===== src/rtl/hot_pfn_filter_fifo_if.sv =====
// PFN stream bundle: raw tracker strobe in, filtered FIFO head out toward hot_addr_push.
// Handshake: the tracker side is a bare strobe (trk_pfn_valid, no ready, never stalled);
//   the migration side pops the head on any cycle where page_mig_addr_en & page_mig_addr_ready,
//   and en/addr hold stable until that pop. Ready may be high while en is low.
interface hot_pfn_filter_fifo_if #(
   parameter int ADDR_SIZE = 33
);
   logic                 trk_pfn_valid;
   logic [ADDR_SIZE-1:0] trk_pfn;
   logic                 page_mig_addr_en;
   logic [ADDR_SIZE-1:0] page_mig_addr;
   logic                 page_mig_addr_ready;

   modport slave (
      input  trk_pfn_valid, trk_pfn, page_mig_addr_ready,
      output page_mig_addr_en, page_mig_addr
   );

   modport master (
      output trk_pfn_valid, trk_pfn, page_mig_addr_ready,
      input  page_mig_addr_en, page_mig_addr
   );
endinterface


===== src/rtl/hot_pfn_filter_fifo.sv =====
// Filters tracker PFNs (range/sentinel, recent-history dedup, overflow) and buffers the
// survivors in a FIFO whose head is held in a register for hot_addr_push.
module hot_pfn_filter_fifo #(
   parameter int ADDR_SIZE   = 33,
   parameter int FIFO_DEPTH  = 32,
   parameter int DEDUP_DEPTH = 16
) (
   input  logic                          axi4_mm_clk,
   input  logic                          axi4_mm_rst_n,
   hot_pfn_filter_fifo_if.slave          bus,
   input  logic [32:0]                   csr_addr_lb,
   input  logic [32:0]                   csr_addr_ub,
   input  logic                          csr_dedup_flush,
   output logic [$clog2(FIFO_DEPTH):0]   fifo_level,
   output logic [31:0]                   drop_range_cnt,
   output logic [31:0]                   drop_dup_cnt,
   output logic [31:0]                   drop_full_cnt
);
   localparam int AW = $clog2(FIFO_DEPTH);
   localparam int PW = AW + 1;
   localparam int HW = (DEDUP_DEPTH > 1) ? $clog2(DEDUP_DEPTH) : 1;

   logic                 s0_vld;
   logic [ADDR_SIZE-1:0] s0_pfn;

   logic [ADDR_SIZE-1:0] mem [FIFO_DEPTH];
   logic [PW-1:0]        wr_ptr, rd_ptr, wr_next, rd_next;
   logic [ADDR_SIZE-1:0] head_q, head_next;

   logic [DEDUP_DEPTH-1:0] hist_vld;
   logic [ADDR_SIZE-1:0]   hist_pfn [DEDUP_DEPTH];
   logic [HW-1:0]          rr_ptr;

   logic [32:0] pfn_ext;
   logic        out_of_range, dup_hit, full, pop, push;
   logic        drop_range, drop_dup, drop_full;

   always_comb begin
      pfn_ext      = 33'(s0_pfn);
      out_of_range = (s0_pfn == '1) || (pfn_ext < csr_addr_lb) || (pfn_ext > csr_addr_ub);
      dup_hit      = 1'b0;
      for (int i = 0; i < DEDUP_DEPTH; i++) begin
         if (hist_vld[i] && (hist_pfn[i] == s0_pfn)) dup_hit = 1'b1;
      end
   end

   assign fifo_level           = wr_ptr - rd_ptr;
   assign full                 = (wr_ptr[AW] != rd_ptr[AW]) && (wr_ptr[AW-1:0] == rd_ptr[AW-1:0]);
   assign bus.page_mig_addr_en = (fifo_level != '0);
   assign bus.page_mig_addr    = head_q;
   assign pop                  = bus.page_mig_addr_en & bus.page_mig_addr_ready;

   // Priority: range beats dup beats full; a pop in the same cycle frees the slot.
   assign drop_range = s0_vld & out_of_range;
   assign drop_dup   = s0_vld & ~out_of_range & dup_hit;
   assign drop_full  = s0_vld & ~out_of_range & ~dup_hit & full & ~pop;
   assign push       = s0_vld & ~out_of_range & ~dup_hit & (~full | pop);

   assign wr_next = wr_ptr + PW'(push);
   assign rd_next = rd_ptr + PW'(pop);

   // Next head comes from the write port when the slot being pushed becomes the head.
   always_comb begin
      head_next = mem[rd_next[AW-1:0]];
      if (wr_next == rd_next)             head_next = '1;
      else if (push && (wr_ptr == rd_next)) head_next = s0_pfn;
   end

   always_ff @(posedge axi4_mm_clk or negedge axi4_mm_rst_n) begin
      if (!axi4_mm_rst_n) begin
         s0_vld         <= 1'b0;
         s0_pfn         <= '0;
         wr_ptr         <= '0;
         rd_ptr         <= '0;
         head_q         <= '1;
         hist_vld       <= '0;
         rr_ptr         <= '0;
         drop_range_cnt <= '0;
         drop_dup_cnt   <= '0;
         drop_full_cnt  <= '0;
      end else begin
         s0_vld <= bus.trk_pfn_valid;
         s0_pfn <= bus.trk_pfn;
         wr_ptr <= wr_next;
         rd_ptr <= rd_next;
         head_q <= head_next;
         // Later assignment wins, so an insert in a flush cycle survives.
         if (csr_dedup_flush) hist_vld <= '0;
         if (push) begin
            hist_vld[rr_ptr] <= 1'b1;
            rr_ptr <= (rr_ptr == HW'(DEDUP_DEPTH - 1)) ? '0 : rr_ptr + HW'(1);
         end
         if (drop_range && (drop_range_cnt != '1)) drop_range_cnt <= drop_range_cnt + 32'd1;
         if (drop_dup   && (drop_dup_cnt   != '1)) drop_dup_cnt   <= drop_dup_cnt + 32'd1;
         if (drop_full  && (drop_full_cnt  != '1)) drop_full_cnt  <= drop_full_cnt + 32'd1;
      end
   end

   always_ff @(posedge axi4_mm_clk) begin
      if (push) begin
         mem[wr_ptr[AW-1:0]] <= s0_pfn;
         hist_pfn[rr_ptr]    <= s0_pfn;
      end
   end
endmodule


===== src/flat_wrapper.sv =====
// flat-port wrapper written by rule: the top's interface ports become plain ports
module hot_pfn_filter_fifo_flat 
#(
   parameter int ADDR_SIZE   = 33,
   parameter int FIFO_DEPTH  = 32,
   parameter int DEDUP_DEPTH = 16
)
  (axi4_mm_clk, axi4_mm_rst_n, csr_addr_lb, csr_addr_ub, csr_dedup_flush, fifo_level, drop_range_cnt, drop_dup_cnt, drop_full_cnt, bus_trk_pfn_valid, bus_trk_pfn, bus_page_mig_addr_ready, bus_page_mig_addr_en, bus_page_mig_addr);
  hot_pfn_filter_fifo_if #(.ADDR_SIZE(ADDR_SIZE)) bus_i ();
  input  logic axi4_mm_clk;
  input  logic axi4_mm_rst_n;
  input  logic [32:0] csr_addr_lb;
  input  logic [32:0] csr_addr_ub;
  input  logic csr_dedup_flush;
  output logic [$clog2(FIFO_DEPTH):0] fifo_level;
  output logic [31:0] drop_range_cnt;
  output logic [31:0] drop_dup_cnt;
  output logic [31:0] drop_full_cnt;
  input wire logic [$bits(bus_i.trk_pfn_valid)-1:0] bus_trk_pfn_valid;
  input wire logic [$bits(bus_i.trk_pfn)-1:0] bus_trk_pfn;
  input wire logic [$bits(bus_i.page_mig_addr_ready)-1:0] bus_page_mig_addr_ready;
  output wire logic [$bits(bus_i.page_mig_addr_en)-1:0] bus_page_mig_addr_en;
  output wire logic [$bits(bus_i.page_mig_addr)-1:0] bus_page_mig_addr;
  assign bus_i.trk_pfn_valid = bus_trk_pfn_valid;
  assign bus_i.trk_pfn = bus_trk_pfn;
  assign bus_i.page_mig_addr_ready = bus_page_mig_addr_ready;
  assign bus_page_mig_addr_en = bus_i.page_mig_addr_en;
  assign bus_page_mig_addr = bus_i.page_mig_addr;
  hot_pfn_filter_fifo #(.ADDR_SIZE(ADDR_SIZE), .FIFO_DEPTH(FIFO_DEPTH), .DEDUP_DEPTH(DEDUP_DEPTH)) u_core (.axi4_mm_clk(axi4_mm_clk), .axi4_mm_rst_n(axi4_mm_rst_n), .bus(bus_i), .csr_addr_lb(csr_addr_lb), .csr_addr_ub(csr_addr_ub), .csr_dedup_flush(csr_dedup_flush), .fifo_level(fifo_level), .drop_range_cnt(drop_range_cnt), .drop_dup_cnt(drop_dup_cnt), .drop_full_cnt(drop_full_cnt));
endmodule

===== config.mk =====
export PLATFORM = sky130hd
export DESIGN_NAME = hot_pfn_filter_fifo_flat
export DESIGN_NICKNAME = d
export VERILOG_FILES = /design/src/rtl/hot_pfn_filter_fifo_if.sv /design/src/rtl/hot_pfn_filter_fifo.sv /design/src/flat_wrapper.sv
export SDC_FILE = /design/constraint.sdc
export NUM_CORES = 2
export LEC_CHECK = 0
export ABC_AREA = 1
export CAP_MARGIN = 20
export CORE_UTILIZATION = 35
export CTS_CLUSTER_SIZE = 20
export DETAILED_ROUTE_END_ITERATION = 7
export GPL_TIMING_DRIVEN = 0
export SETUP_SLACK_MARGIN = 0.05
export SLEW_MARGIN = 20
export SYNTH_ARGS = -nofsm -noshare
export SYNTH_HDL_FRONTEND = slang
export SYNTH_SLANG_ARGS = --single-unit

===== constraint.sdc =====
create_clock -name axi4_mm_clk -period 4.9 [get_ports axi4_mm_clk]
set_input_delay 1.47 -clock axi4_mm_clk [delete_from_list [all_inputs] [get_ports axi4_mm_clk]]
set_output_delay 1.47 -clock axi4_mm_clk [all_outputs]
set_load 0.05 [all_outputs]

==> flow_metrics.py <==
metrics = {
    "routing": {
        "wl_per_cell_um": 29.00,
        "ant_nets": 0,
        "via_count": 57360,
        "wl_um": 294200,
        "remaining_drc_errors": 0,
        "first_pass_iters": 6,
        "routed_via_density": 5.654,
        "drtIter0Drc": 9798,
    },
    "synth": {
        "synth_seq_cells": 1779,
        "synth-edff-count": 1584,
        "synth_top_area_share_pct": 62.57,
        "async_flop_share_pct": 10.96,
        "synth_most_common_cell": "edfxtp_1",
        "seq_area_frac_synth_pct": 69.04,
        "synth_cells": 6517,
        "synth_common_cells": "1584 x edfxtp_1, 1017 x nand2_1, 925 x nor2_1",
        "synth_area_leader_cell": "edfxtp_1",
        "synth_nets": 6703,
        "synth_area_per_cell_um2": 11.67,
        "synth_top_flop_cell": "edfxtp_1",
        "yosys_warnings": 0,
        "ys_types": 54,
        "syn-cell-area_mm2": 0.07603,
        "synth_area_leaders": "edfxtp_1 63%, dfrtp_1 5.3%, o21ai_0 5.1%",
    },
    "placement": {
        "placed_cells": 9674,
        "dpl.hpwl_um": 187600,
        "gp_congestion": 1.053,
        "placed_cell_area_mm2": 0.08442,
        "port_buffers": 239,
    },
    "timing": {
        "skew_ns": 0.08713,
        "setup_viol": 22,
        "setup_slack_ns": -0.06463,
        "rsz0062_at_grt": "yes",
        "post-route-period-util_pct": 101.3,
        "min_period_ns": 4.965,
        "fmax_mhz": 201.4,
        "slew_headroom_pct": 42.84,
        "finalHoldViolations": 0,
        "tightest_slew_ns": 0.8509,
        "drv_slew": 0,
        "setup_tns_ns": -0.4786,
    },
    "finish": {
        "final_util_pct": 43.61,
        "design_area_mm2": 0.09387,
        "fin_cells": 10150,
        "layout.nets": 7333,
        "area_delta_synth_final_pct": 23.47,
        "layout-drive-gt1-share_pct": 15.59,
        "fill_cells": 19440,
    },
    "cts": {
        "path_clk_slew_ns": 0.07,
        "cts.path.max_buffers": 3,
        "clock_latency_ns": 0.89,
        "numCtsBuffers": 186,
        "root_buffer": "clkbuf_16",
        "cts_sinks": 1779,
        "cts_tree": "built",
        "htreeDepth": 4,
    },
    "critical_path": {
        "reg2reg_depth": 21,
        "cp_max_fo": 10,
        "crit_type": "flip-flop to flip-flop",
        "worstPathRequired_ns": 5.61,
        "reg2reg_setup_slack_ns": -0.06,
        "critPathCaptureType": "flip-flop",
        "cp-start-kind": "flip-flop",
        "cp_data_arrival_time_ns": 5.68,
    },
    "worst_hold_path": {
        "holdPathStages": 1,
        "hp-class": "flip-flop to flip-flop",
    },
    "die": {
        "start_util_pct": 35.32,
        "io_pins": 240,
        "fp.dieW_um": 468.1,
        "dieArea_mm2": 0.2191,
        "core_mm2": 0.2153,
        "fp-row-count": 170,
        "die_y_um": 468.1,
    },
    "grt": {
        "grt_pass1_wl_um": 402000,
        "grt_pass1_vias": 53620,
        "grt-ovfl-total": 0,
        "antenna_found_initial": 29,
        "grtUsageTotal_pct": 25.98,
        "grt_max_degree": 91,
    },
    "power_and_ir_drop": {
        "power_density_mw_per_mm2": 577.9,
        "p_total_w": 0.05425,
        "power_leakage_nw": 33.64,
        "ir_drop_mv": 0.4216,
    },
    "job": {
        "maxCapViolations": 0,
    },
    "status": {
        "violations": "setup timing",
        "status": "finished with violations",
    },
}
per-stage QoR:
step | setup WS (ns) | hold WS (ns)
2_1_floorplan | -0.2365 | 0.4933
3_3_place_gp | -7.066 | 0.4840
3_5_place_dp | -2.279 | 0.4945
4_1_cts | 0.01660 | 0.5051
5_1_grt | -0.04710 | 0.5169
6_report | -0.06463 | 0.5013
power breakdown:
part | switching, W | total, W | internal [W]
clock | 0.00632 | 0.0143 | 0.00799
sequential | 0.000335 | 0.0175 | 0.0172
combinational | 0.0162 | 0.0224 | 0.00625
metal layers:
| metal | up-vias | part of all wire (%) | GRT usage [%] |
|---|---|---|---|
| li1 | 24420 | - | - |
| met1 | 28200 | 36 | 33.38 |
| met2 | 3943 | 45 | 40.81 |
| met3 | 794 | 12 | 5.370 |
| met4 | 6 | 6.8 | 14.72 |
| met5 | - | 0.013 | 0 |
cells by family after synthesis:
| family | Yosys count | synth area share, % |
|---|---|---|
| XOR/XNOR | 147 | 1.713 |
| AO/OA/AOI/OAI | 1403 | 11.02 |
| AND/OR/NAND/NOR | 2302 | 12.45 |
| adder cells (fa/ha/maj) | 82 | 1.359 |
| buffers and inverters | 804 | 4.416 |
| flip-flops | 1779 | 69.04 |
state kept, by name, indices dropped and copies added, names as in the netlist:
register                  count
u_core.drop_range_cnt        32
u_core.rd_ptr                 6
u_core.drop_full_cnt         32
u_core.mem                 1056
u_core.hist_pfn             528
u_core.bus.page_mig_addr     33
u_core.hist_vld              16
u_core.rr_ptr                 4
u_core.pfn_ext               33
u_core.s0_vld                 1
u_core.drop_dup_cnt          32
u_core.wr_ptr                 6
critical path, cell delays in order (launching register included):
cell      delay, ns
dfrtp_1        0.40
inv_2          0.09
ha_2           0.21
fa_2           0.42
o21ai_2        0.16
a21oi_2        0.06
xor2_2         0.18
buf_4          0.17
nor2_2         0.10
nand2_2        0.13
nand2_1        0.10
inv_1          0.07
ha_2           0.21
ha_4           0.19
xor2_4         0.24
inv_4          0.15
clkbuf_8       0.23
clkbuf_2       0.29
o211ai_1       0.50
a21oi_1        0.24
o21ai_2        0.41
o211ai_4       0.21
repair_timing:
item | in CTS | in global routing
resized for setup | 458 | 146
hold buffers | 0 | 0
buffers inserted | 92 | 29
pin swaps | 77 | 59
setup endpoints to repair | 1618 | 509
gates cloned | 3 | 2
path summary, 6_finish.rpt:
kind	start	to
setup / recovery	u_core.wr_ptr[0]	u_core.bus.page_mig_addr[30]
hold / removal	u_core.drop_range_cnt[31]	u_core.drop_range_cnt[31]
setup reg to reg	u_core.wr_ptr[0]	u_core.bus.page_mig_addr[30]
hold reg to reg	u_core.drop_range_cnt[31]	u_core.drop_range_cnt[31]
max in group asynchronous	axi4_mm_rst_n	u_core.pfn_ext[3]
min in group asynchronous	axi4_mm_rst_n	u_core.pfn_ext[28]
layout by cell type (no fill, tap or decap), types with 57 or more instances in the layout:
cell type / instances
buf_12: 58
buf_4: 125
o221ai_1: 153
o21ai_0: 749
xor2_1: 93
ha_1: 75
buf_16: 57
edfxtp_1: 1584
nand2_1: 1011
clkbuf_1: 90
o211ai_1: 114
clkdlybuf4s50_1: 235
nand3_1: 124
o21ai_1: 65
dfrtp_1: 126
nor2_4: 61
clkbuf_16: 193
o22ai_1: 112
a21oi_1: 76
clkbuf_2: 116
nand4_1: 80
nor2_1: 865
inv_1: 425
layout make-up:
class	instances	area, um2	area share [%]
Buffer	332	2415	2.573
Multi-Input combinational cell	3934	21450	22.85
Antenna cell	8	20.02	0.02133
Clock buffer	223	4825	5.140
Timing Repair Buffer	445	5903	6.289
Tap cell	2838	3551	3.783
Sequential cell	1779	52610	56.05
Inverter	469	1815	1.934
Clock inverter	118	1277	1.361
Power figures use the tool's default switching activity.
